`src/rtl/btn_debounce_bank.sv`:
```
`default_nettype none
// ============================================================================
// Module   : btn_debounce_bank
// Purpose  : Front-panel push-button conditioning. Each raw, bouncy button
//            input is synchronized, debounced into a clean level and turned
//            into a single-cycle press pulse. A shared hold-to-repeat timer
//            re-pulses every held channel while the level vector is steady.
// Ports    : clk        - system clock (rising edge)
//            rst        - asynchronous, active-high reset
//            btn_raw    - raw asynchronous button inputs, active high
//            repeat_en  - enables auto-repeat, sampled every cycle
//            btn_level  - registered debounced level per channel
//            btn_press  - registered one-cycle press/repeat pulse per channel
//            any_press  - OR of the btn_press register bits
// Revision : 1.0  initial release
// ============================================================================
module btn_debounce_bank #(
    parameter int N_BTN      = 7,
    parameter int DEB_CYCLES = 328,
    parameter int REPEAT_DLY = 16384,
    parameter int REPEAT_PER = 3277
) (
    input  logic             clk,
    input  logic             rst,
    input  logic [N_BTN-1:0] btn_raw,
    input  logic             repeat_en,
    output logic [N_BTN-1:0] btn_level,
    output logic [N_BTN-1:0] btn_press,
    output logic             any_press
);

    localparam int c_CW   = $clog2(DEB_CYCLES + 1);
    localparam int c_TMAX = (REPEAT_DLY > REPEAT_PER) ? REPEAT_DLY : REPEAT_PER;
    localparam int c_TW   = $clog2(c_TMAX + 1);

    localparam logic [c_CW-1:0] c_CNT_LAST = c_CW'(DEB_CYCLES - 1);
    localparam logic [c_CW-1:0] c_CNT_ONE  = c_CW'(1);
    localparam logic [c_TW-1:0] c_DLY_LAST = c_TW'(REPEAT_DLY - 1);
    localparam logic [c_TW-1:0] c_PER_LAST = c_TW'(REPEAT_PER - 1);
    localparam logic [c_TW-1:0] c_TMR_ONE  = c_TW'(1);

    // Repeat phase encoding
    localparam logic [1:0] c_IDLE   = 2'd0;
    localparam logic [1:0] c_DELAY  = 2'd1;
    localparam logic [1:0] c_REPEAT = 2'd2;

    logic [N_BTN-1:0] r_s1;
    logic [N_BTN-1:0] r_s2;
    logic [N_BTN-1:0] r_press;
    logic [N_BTN-1:0] w_lvl_nxt;   // level each channel will hold after this edge
    logic [N_BTN-1:0] w_rise;
    logic [1:0]       r_phase;
    logic [c_TW-1:0]  r_timer;

    // ------------------------------------------------------------------
    // Per-channel debounce: the synchronized input must disagree with the
    // stable level for DEB_CYCLES consecutive cycles; any agreement (a
    // bounce back) clears the partial count.
    // ------------------------------------------------------------------
    for (genvar gi = 0; gi < N_BTN; gi++) begin : g_chan
        logic [c_CW-1:0] r_cnt;
        logic            r_lvl;

        always_ff @(posedge clk or posedge rst) begin
            if (rst) begin
                r_cnt <= '0;
                r_lvl <= 1'b0;
            end else if (r_s2[gi] == r_lvl) begin
                r_cnt <= '0;
            end else if (r_cnt == c_CNT_LAST) begin
                r_lvl <= r_s2[gi];
                r_cnt <= '0;
            end else begin
                r_cnt <= r_cnt + c_CNT_ONE;
            end
        end

        assign w_lvl_nxt[gi] = ((r_s2[gi] != r_lvl) && (r_cnt == c_CNT_LAST)) ? r_s2[gi] : r_lvl;
        assign btn_level[gi] = r_lvl;
    end : g_chan

    // A fresh press is a 0->1 transition being committed on this edge, so the
    // pulse lines up with the first cycle the level reads 1.
    assign w_rise = w_lvl_nxt & ~btn_level;

    // ------------------------------------------------------------------
    // Synchronizer, press register and shared auto-repeat timer.
    // Any change of the level vector restarts the timer; in DELAY the timer
    // saturates at its terminal value while repeat is disabled so that
    // re-enabling fires on the very next edge.
    // ------------------------------------------------------------------
    always_ff @(posedge clk or posedge rst) begin
        if (rst) begin
            r_s1    <= '0;
            r_s2    <= '0;
            r_press <= '0;
            r_phase <= c_IDLE;
            r_timer <= '0;
        end else begin
            r_s1    <= btn_raw;
            r_s2    <= r_s1;
            r_press <= w_rise;

            if (w_lvl_nxt != btn_level) begin
                r_timer <= '0;
                r_phase <= (|w_lvl_nxt) ? c_DELAY : c_IDLE;
            end else begin
                case (r_phase)
                    c_IDLE: begin
                        r_timer <= '0;
                    end
                    c_DELAY: begin
                        if (r_timer == c_DLY_LAST) begin
                            if (repeat_en) begin
                                r_press <= w_rise | btn_level;
                                r_phase <= c_REPEAT;
                                r_timer <= '0;
                            end
                        end else begin
                            r_timer <= r_timer + c_TMR_ONE;
                        end
                    end
                    c_REPEAT: begin
                        if (r_timer == c_PER_LAST) begin
                            r_timer <= '0;
                            if (repeat_en) begin
                                r_press <= w_rise | btn_level;
                            end
                        end else begin
                            r_timer <= r_timer + c_TMR_ONE;
                        end
                    end
                    default: begin
                        r_phase <= c_IDLE;
                        r_timer <= '0;
                    end
                endcase
            end
        end
    end

    assign btn_press = r_press;
    assign any_press = |r_press;

endmodule : btn_debounce_bank
`default_nettype wire

```
`config.mk`:
```
export PLATFORM = sky130hd
export DESIGN_NAME = btn_debounce_bank
export DESIGN_NICKNAME = d
export VERILOG_FILES = /design/src/rtl/btn_debounce_bank.sv
export SDC_FILE = /design/constraint.sdc
export NUM_CORES = 1
export LEC_CHECK = 0
export CAP_MARGIN = 20
export CORE_MARGIN = 1.5
export CORE_UTILIZATION = 55
export DETAILED_ROUTE_END_ITERATION = 7
export GPL_TIMING_DRIVEN = 0
export PLACE_DENSITY = 0.72
export SLEW_MARGIN = 20
export SYNTH_ARGS = -nofsm -noshare
export SYNTH_HDL_FRONTEND = slang
export SYNTH_SLANG_ARGS = --single-unit
```
`constraint.sdc`:
```
create_clock -name clk -period 7.3 [get_ports clk]
set_clock_uncertainty 0.2 [all_clocks]
set_input_delay 1.46 -clock clk [delete_from_list [all_inputs] [get_ports clk]]
set_output_delay 1.46 -clock clk [all_outputs]
set_load 0.02 [all_outputs]
```
# ---- After elaboration in Yosys (flattened, before gate mapping)
# Cells that the tools add are included.
dict set report op_classes {
  n_bitwise 10
  n_reduce_logical 19
  mux 36
  add_sub_neg 8
  n_eq_ne 30
}
# op n
set op_table {}
lappend op_table {{9-bit 2-to-1 mux} 14}
lappend op_table {{9-bit by 1-bit adder with 9-bit output, second input constant} 7}
lappend op_table {{9-bit equality test, second input constant} 7}
lappend op_table {{15-bit 2-to-1 mux} 4}
lappend op_table {{15-bit case mux with 2 select lines} 1}
lappend op_table {{7-bit 2-to-1 mux} 4}
lappend op_table {{15-bit by 1-bit adder with 15-bit output, second input constant} 1}
lappend op_table {{15-bit by 12-bit equality test with 1-bit output, second input constant} 1}
lappend op_table {{15-bit by 14-bit equality test with 1-bit output, second input constant} 1}
lappend op_table {{7-bit case mux with 2 select lines} 1}
lappend op_table {{2-bit AND reduction} 7}
lappend op_table {{7-bit OR reduction} 2}
lappend op_table {{1-bit 2-to-1 mux} 8}
lappend op_table {{7-bit bitwise AND} 1}
lappend op_table {{1-bit equality test} 7}
lappend op_table {{1-bit logical AND} 7}
lappend op_table {{1-bit != test} 7}
lappend op_table {{7-bit != test} 1}
lappend op_table {{1-bit NOT} 7}
lappend op_table {{7-bit NOT} 1}
lappend op_table {{7-bit OR} 1}
lappend op_table {{2-bit 2-to-1 mux} 3}
lappend op_table {{3-bit != test, second input constant} 2}
lappend op_table {{4-bit != test, second input constant} 1}
lappend op_table {{other kinds (7)} 7}
dict set report word_totals {
  out_inout_bits 15
  register_bits 108
}

# ---- Longest topological paths before layout
# Gate-level depths: netlist of the first run.
dict set report depth {
  depth_word 9
  ltp_mapped 12
  depth_no_buf 10
}

# ---- Least setup slack after synthesis of the first run
# OpenSTA, ideal clock, no wires.
dict set report synth_timing {
  path_kind {input -> register}
  from {input port repeat_en}
  to {register r_timer[2]}
  setup_time_ns 0.119
  path_stages 6
  setup_slack_ns 4.163
  arrival_ns 2.819
  path_cell_list {clkbuf_1 > or3b_2 > nor4_1 > a21boi_0 > xnor2_1 > nor2_1}
}
dict set report synth_between {
  elab_chain_len 1
}
# element line
set synth_rtl {}
lappend synth_rtl {{start: declaration} 26} ;# input logic repeat_en,
lappend synth_rtl {{4-bit != test (no source line)} --}
lappend synth_rtl {{end signal: assignment} 120} ;# r_timer <= r_timer + c_TMR_ONE;
lappend synth_rtl {{end signal: assignment} 130} ;# r_timer <= r_timer + c_TMR_ONE;
lappend synth_rtl {{end: declaration} 53} ;# logic [c_TW-1:0] r_timer;
# Every way passes these cells.
# A chain may end at the register's enable or synchronous reset.

# ---- Worst setup path after layout of the first run
# Ends and elaborated chain as after synthesis.

==> results of run 1 <==
-- synth_stat cells (10+ instances only) --
library cell,count
or3_1,12
ha_1,19
nand3_1,26
and2_1,10
nor2_1,73
o21ai_0,13
mux2_2,14
and3_1,18
dfrtp_1,108
xnor2_1,20
a21oi_1,22
inv_1,15
nand4_1,13
nand2_1,42
xor2_1,36
-- critical path, stage by stage --
cell and delay, ns:
clkdlybuf4s50_1 0.44, clkbuf_1 0.26, or3b_2 0.51, nor4_1 0.51, a21boi_0 0.23, xnor2_1 0.19
nor2_1 0.06
-- power by group --
part / switching (uW) / total, uW / internal, uW / leakage (uW)
registers: 10.8 / 622 / 611 / 0.00144
logic: 25.6 / 42.4 / 16.8 / 0.00111
clock network: 192 / 351 / 159 / 0.0000866
-- final cells by class --
cell class | count | area, um^2
Buffer | 11 | 73.8
Clock buffer | 12 | 135
Clock inverter | 4 | 50.0
Fill cell | 775 | 3400
Inverter | 15 | 61.3
Multi-Input combinational cell | 373 | 2390
Sequential cell | 108 | 2700
Tap cell | 129 | 161
Timing Repair Buffer | 25 | 268
-- final timing paths --
check | depth (start not counted) | slack (ns) | start | end
min in group asynchronous | 2 | 1.28 | rst | g_chan[2].r_lvl
max in group asynchronous | 3 | 4.99 | rst | g_chan[3].r_cnt[5]
hold / removal | 0 | 0.16 | r_s1[1] | r_s2[1]
setup / recovery | 7 | 3.68 | repeat_en | r_timer[2]
setup reg to reg | 10 | 3.78 | g_chan[1].r_cnt[0] | btn_press[3]
hold reg to reg | 0 | 0.16 | r_s1[1] | r_s2[1]
-- through the flow --
| step | util [%] | cell area (um^2) |
|---|---|---|
| global placement | 60.9 | 5630 |
| CTS | 63.2 | 5840 |
| floorplan | - | 5230 |
| global route | 63.2 | 5840 |
| finish | 63.2 | 5840 |
| detailed placement | 61.2 | 5660 |
-- kinds of logic (layout without fill, tap and decap cells) --
kind of cell / Yosys count / after routing
AND/OR/NAND/NOR: 228 / 228
flip-flops: 108 / 108
AO/OA/AOI/OAI: 56 / 56
XOR/XNOR: 56 / 56
buffers and inverters: 26 / 67
adder cells (fa/ha/maj): 19 / 19
multiplexers: 14 / 14
-- routing by layer --
layer | share of wire, % | track usage (%) | vias to the layer above
met3 | 3.4 | 5.27 | 6
met4 | 0.72 | 5.42 | 0
met5 | 0 | 0 | -
li1 | - | - | 1827
met1 | 48 | 27.6 | 1750
met2 | 48 | 33.7 | 54
-- sequential cells by signal, summed over array words and instances (netlist names) --
signal / count
r_phase: 2
r_s2: 7
r_timer: 15
g_chan.r_cnt: 63
g_chan.r_lvl: 7
r_s1: 7
btn_press: 7
==> metrics.csv, run 1 <==
stage,metric,value,unit
placed_design,Cells after DPL,661,
synth,main area contributors after synthesis,"dfrtp_1, xor2_1, nor2_1, ha_1, xnor2_1",
global_routing,GR Overflow Total,0,
synth,mapped cell area,5230,um^2
route,DRC,0,
route,DR iter-0 viols,163,
critical_path,Worst Path Max Fanout,10,
placed_design,Setup WS pre-CTS,3.31,ns
timing,fin crit share,49.5,%
global_routing,largest net degree at the start of global routing,65,
placed_design,port bufs,24,
clocking,CTS Buf Count,9,
floorplanning,DIE WIDTH,100,um
critical_path,crit start category,input pin,
critical_path,crit path kind,in -> reg,
synth,#FFs+latches synth,108,
pwr,Leakage,0.00263,uW
pwr,Max VDD drop,124,uV
synth,Yosys cell types,44,
route,remaining antenna violation count after routing,0,
clocking,Clock H-tree levels,3,
synth,XOR/XNOR Fraction of Synth Area,9.39,%
synth,ys flop type,dfrtp_1,
critical_path,Worst Path Required,7.35,ns
global_routing,all-layer global routing usage,20.6,%
timing,hold_ws,0.156,ns
synth,multiplexer share of the synthesized area,3.02,%
synth,Synth Area in Compound Gates,6.49,%
clocking,worst skew pair latency,0.37,ns
floorplanning,Initial Util,56.5,%
route,DR WL/cell,13.8,um
critical_path,crit path capture type,flop,
synth,ys async rst share,100,%
outcome,status,"finished, final reports clean",
timing,final setup margin,3.68,ns
floorplanning,num rows,35,
layout,ant diodes,0,
pwr,Total Power,1010,uW
floorplanning,Die ar.,10100,um^2
synth,post-synth top area cell,dfrtp_1,
timing,Max Slew Vio Count,0,
timing,Slew headroom,55.9,%
clocking,Bufs on Longest Clock Path,2,
layout,share of cells above drive strength 1,8.58,%
synth,largest family of logic cells by synthesized area,simple AND/OR/NAND/NOR gates,
synth,post-synth top area share,51.7,%
global_routing,vias in the first global route,3610,
clocking,CTS sink cnt,108,
timing,fmax,276,MHz
worst_hold_path,Worst Hold Class,reg -> reg,
timing,minimum clock period,3.62,ns
route,vias,3637,
pwr,PD cells,174,nW/um^2
clocking,Root Buffer,clkbuf_8,
placed_design,DPL Wire Length,6.51,mm
critical_path,crit path DAT,3.67,ns
clocking,# resized after CTS,0,
synth,Post-synth EDFFs,0,
synth,syn_area_per_cell,10.3,um^2
synth,area share of and/or/nand/nor cells after synthesis,22.3,%
layout,"commonest non-fill, non-tap cell in the layout",dfrtp_1,
floorplanning,num ports,25,
global_routing,first-pass GRT wire length,16.5,mm
global_routing,initial antenna violation count,0,
timing,slew of the pin with the lowest slew margin,0.656,ns
layout,fin nets,572,
clocking,post-CTS setup buffers,0,
route,Vias/cell,5.37,
route,WL final,9.35,mm
clocking,Worst-path clk slew,0.09,ns
clocking,TritonCTS clock tree,yes,
timing,"Setup violations, final",0,
synth,Synth Area in Adders,4.55,%
clocking,cts hold-fix bufs,0,
synth,Synth Warn #,0,
floorplanning,CORE AREA,9240,um^2
route,Pre-antenna DRT Iters,5,
floorplanning,Die Span Y,100,um
job,Max Cap Viol,0,
timing,Final Hold Fails,0,
layout,Finished Layout Cells,677,
synth,register area share after synthesis,51.7,%
placed_design,routability congestion estimate,0.809,
timing,RSZ-0062 raised after global routing,no,
layout,Area Overhead vs Synth,11.9,%
synth,Mapped Nets,536,
synth,Cells after Synth,507,
layout,most frequent cells in the layout,"dfrtp_1, nor2_1, nand2_1",
timing,TNS Setup,0,ns
(Power assumes the default switching activity.)
==> inputs of run 2 (changes only) <==
--- a/config.mk
+++ b/config.mk
@@ -7,10 +7,10 @@
 export LEC_CHECK = 0
 export CAP_MARGIN = 20
 export CORE_MARGIN = 1.5
-export CORE_UTILIZATION = 55
+export CORE_UTILIZATION = 54
 export DETAILED_ROUTE_END_ITERATION = 7
 export GPL_TIMING_DRIVEN = 0
-export PLACE_DENSITY = 0.72
+export PLACE_DENSITY = 0.73
 export SLEW_MARGIN = 20
 export SYNTH_ARGS = -nofsm -noshare
 export SYNTH_HDL_FRONTEND = slang
==> constraint.sdc (replaced) <==
create_clock -name clk -period 3.25 [get_ports clk]
set_clock_uncertainty 0.2 [all_clocks]
set_input_delay 0.65 -clock clk [delete_from_list [all_inputs] [get_ports clk]]
set_output_delay 0.65 -clock clk [all_outputs]
set_load 0.02 [all_outputs]
==> metrics.csv, run 2 (synthesized netlist as in run 1, its figures left out) <==
stage,metric,value,unit
layout,"Most flops, register",g_chan.r_cnt,
pwr,Leakage,0.00276,uW
global_routing,initial antenna violation count,0,
job,Max Cap Viol,0,
critical_path,crit path DAT,3.27,ns
clocking,Clock H-tree levels,3,
global_routing,first-pass GRT wire length,16.3,mm
clocking,cts hold-fix bufs,0,
timing,Max Slew Vio Count,0,
worst_hold_path,Hold Path Stages,0,
clocking,Bufs on Longest Clock Path,2,
outcome,status,"finished, final reports clean",
floorplanning,num rows,35,
layout,fin nets,589,
floorplanning,DIE WIDTH,101,um
pwr,PD cells,389,nW/um^2
layout,Largest regs,"g_chan.r_cnt x63, r_timer x15",
global_routing,all-layer global routing usage,19.9,%
route,Vias/cell,5.41,
critical_path,crit start category,flop,
clocking,worst skew pair latency,0.36,ns
critical_path,Worst Path Required,3.34,ns
worst_hold_path,hold path endpoint,r_s2[1],
timing,final setup margin,0.0627,ns
route,Pre-antenna DRT Iters,6,
route,WL final,9.70,mm
critical_path,Reg2Reg Depth,11,
clocking,CTS sink cnt,108,
clocking,CTS Buf Count,9,
floorplanning,num ports,25,
route,remaining antenna violation count after routing,0,
clocking,Worst-path clk slew,0.10,ns
floorplanning,Die Span Y,101,um
route,DR WL/cell,14.0,um
timing,slew of the pin with the lowest slew margin,0.604,ns
critical_path,Reg-to-Reg Start,g_chan[2].r_cnt[0],
critical_path,flop2flop setup slack,0.06,ns
layout,most frequent cells in the layout,"dfrtp_1, nor2_1, nand2_1",
placed_design,port bufs,24,
floorplanning,Die ar.,10300,um^2
layout,fill count,755,
route,DRC,0,
global_routing,vias in the first global route,3601,
critical_path,crit path kind,reg -> reg,
timing,minimum clock period,3.19,ns
timing,"Setup violations, final",0,
layout,share of cells above drive strength 1,14.0,%
layout,final core occ,65.7,%
timing,fin crit share,98.1,%
layout,ant diodes,0,
layout,Area Overhead vs Synth,17.3,%
pwr,Max VDD drop,292,uV
global_routing,GR Overflow Total,0,
floorplanning,Initial Util,56.0,%
global_routing,largest net degree at the start of global routing,34,
critical_path,Worst Path Max Fanout,9,
critical_path,worst reg2reg endpoint,r_timer[5],
timing,Final Hold Fails,0,
route,DR iter-0 viols,156,
floorplanning,CORE AREA,9330,um^2
worst_hold_path,Worst Min Path Start,r_s1[1],
clocking,Root Buffer,clkbuf_8,
clocking,TritonCTS clock tree,yes,
timing,Slew headroom,59.7,%
placed_design,Setup WS pre-CTS,-0.297,ns
layout,"commonest non-fill, non-tap cell in the layout",dfrtp_1,
placed_design,DPL Wire Length,6.75,mm
route,vias,3755,
placed_design,routability congestion estimate,0.864,
worst_hold_path,Worst Hold Class,reg -> reg,
timing,fmax,314,MHz
layout,number of flip-flops under the largest register name,63,
critical_path,crit path capture type,flop,
==> run 2: how the worst max path moves through the flow <==
stage               slack, ns                from           end  cells past startpoint
finish                   0.06  g_chan[2].r_cnt[0]    r_timer[5]                     11
global placement        -0.18  g_chan[1].r_cnt[0]  btn_press[2]                     10
CTS                     0.001  g_chan[1].r_cnt[0]    r_timer[5]                     11
detailed placement      -0.30  g_chan[1].r_cnt[0]  btn_press[2]                     10
floorplan                0.24  g_chan[1].r_cnt[0]    r_timer[5]                     11
global route            -0.07  g_chan[2].r_cnt[0]  btn_press[1]                     11
==> run 2: worst max-delay path, stage by stage, from the launching register on <==
cell and delay [ns]:
dfrtp_1 0.42, ha_1 0.23, and2_1 0.18, nand4b_1 0.19, mux2_2 0.38, ha_1 0.28
nand4_1 0.18, nor2_2 0.07, and4_1 0.15, buf_2 0.16, or4_1 0.50, a21oi_1 0.15
==> run 2: per-layer routing <==
| layer | vias up | share of wire, % | global-route usage (%) | wire [um] |
|---|---|---|---|---|
| met5 | - | 0 | 0 | 0 |
| met4 | 0 | 0.91 | 4.81 | 88 |
| met3 | 7 | 2.4 | 4.14 | 231 |
| met2 | 54 | 49 | 33.0 | 4740 |
| met1 | 1834 | 48 | 26.9 | 4630 |
| li1 | 1860 | - | - | - |
==> run 2: report_power, final <==
part / switching [uW] / leakage [uW] / internal [uW]
Sequential: 25.2 / 0.00144 / 1370
Clock: 444 / 0.000107 / 435
Combinational: 61.0 / 0.00122 / 47.5
==> run 2: through the flow <==
stage | setup TNS (ns) | total power (uW) | hold WS (ns) | area, um^2 | cells
floorplan | 0 | 1480 | 0.131 | 5230 | 507
global placement | -2.21 | 1510 | 0.132 | 5630 | 660
detailed placement | -3.29 | 1530 | 0.136 | 5700 | 663
CTS | 0 | 2410 | 0.158 | 5940 | 680
global route | -0.469 | 2500 | 0.175 | 6130 | 694
finish | 0 | 2380 | 0.154 | 6130 | 694
==> run 2: area by class of cell <==
type	instances	area (um^2)	area share, %
Tap cell	129	161	2.63
Buffer	11	76.3	1.25
Timing Repair Buffer	42	420	6.86
Clock buffer	10	128	2.08
Inverter	15	60.1	0.980
Sequential cell	108	2710	44.1
Multi-Input combinational cell	373	2490	40.7
Clock inverter	6	86.3	1.41
==> run 2: what timing repair did <==
item / CTS / global route
setup endpoints to repair: 21 / 20
buffers inserted: 1 / 14
gates resized for setup: 5 / 16
pin swaps: 1 / 13
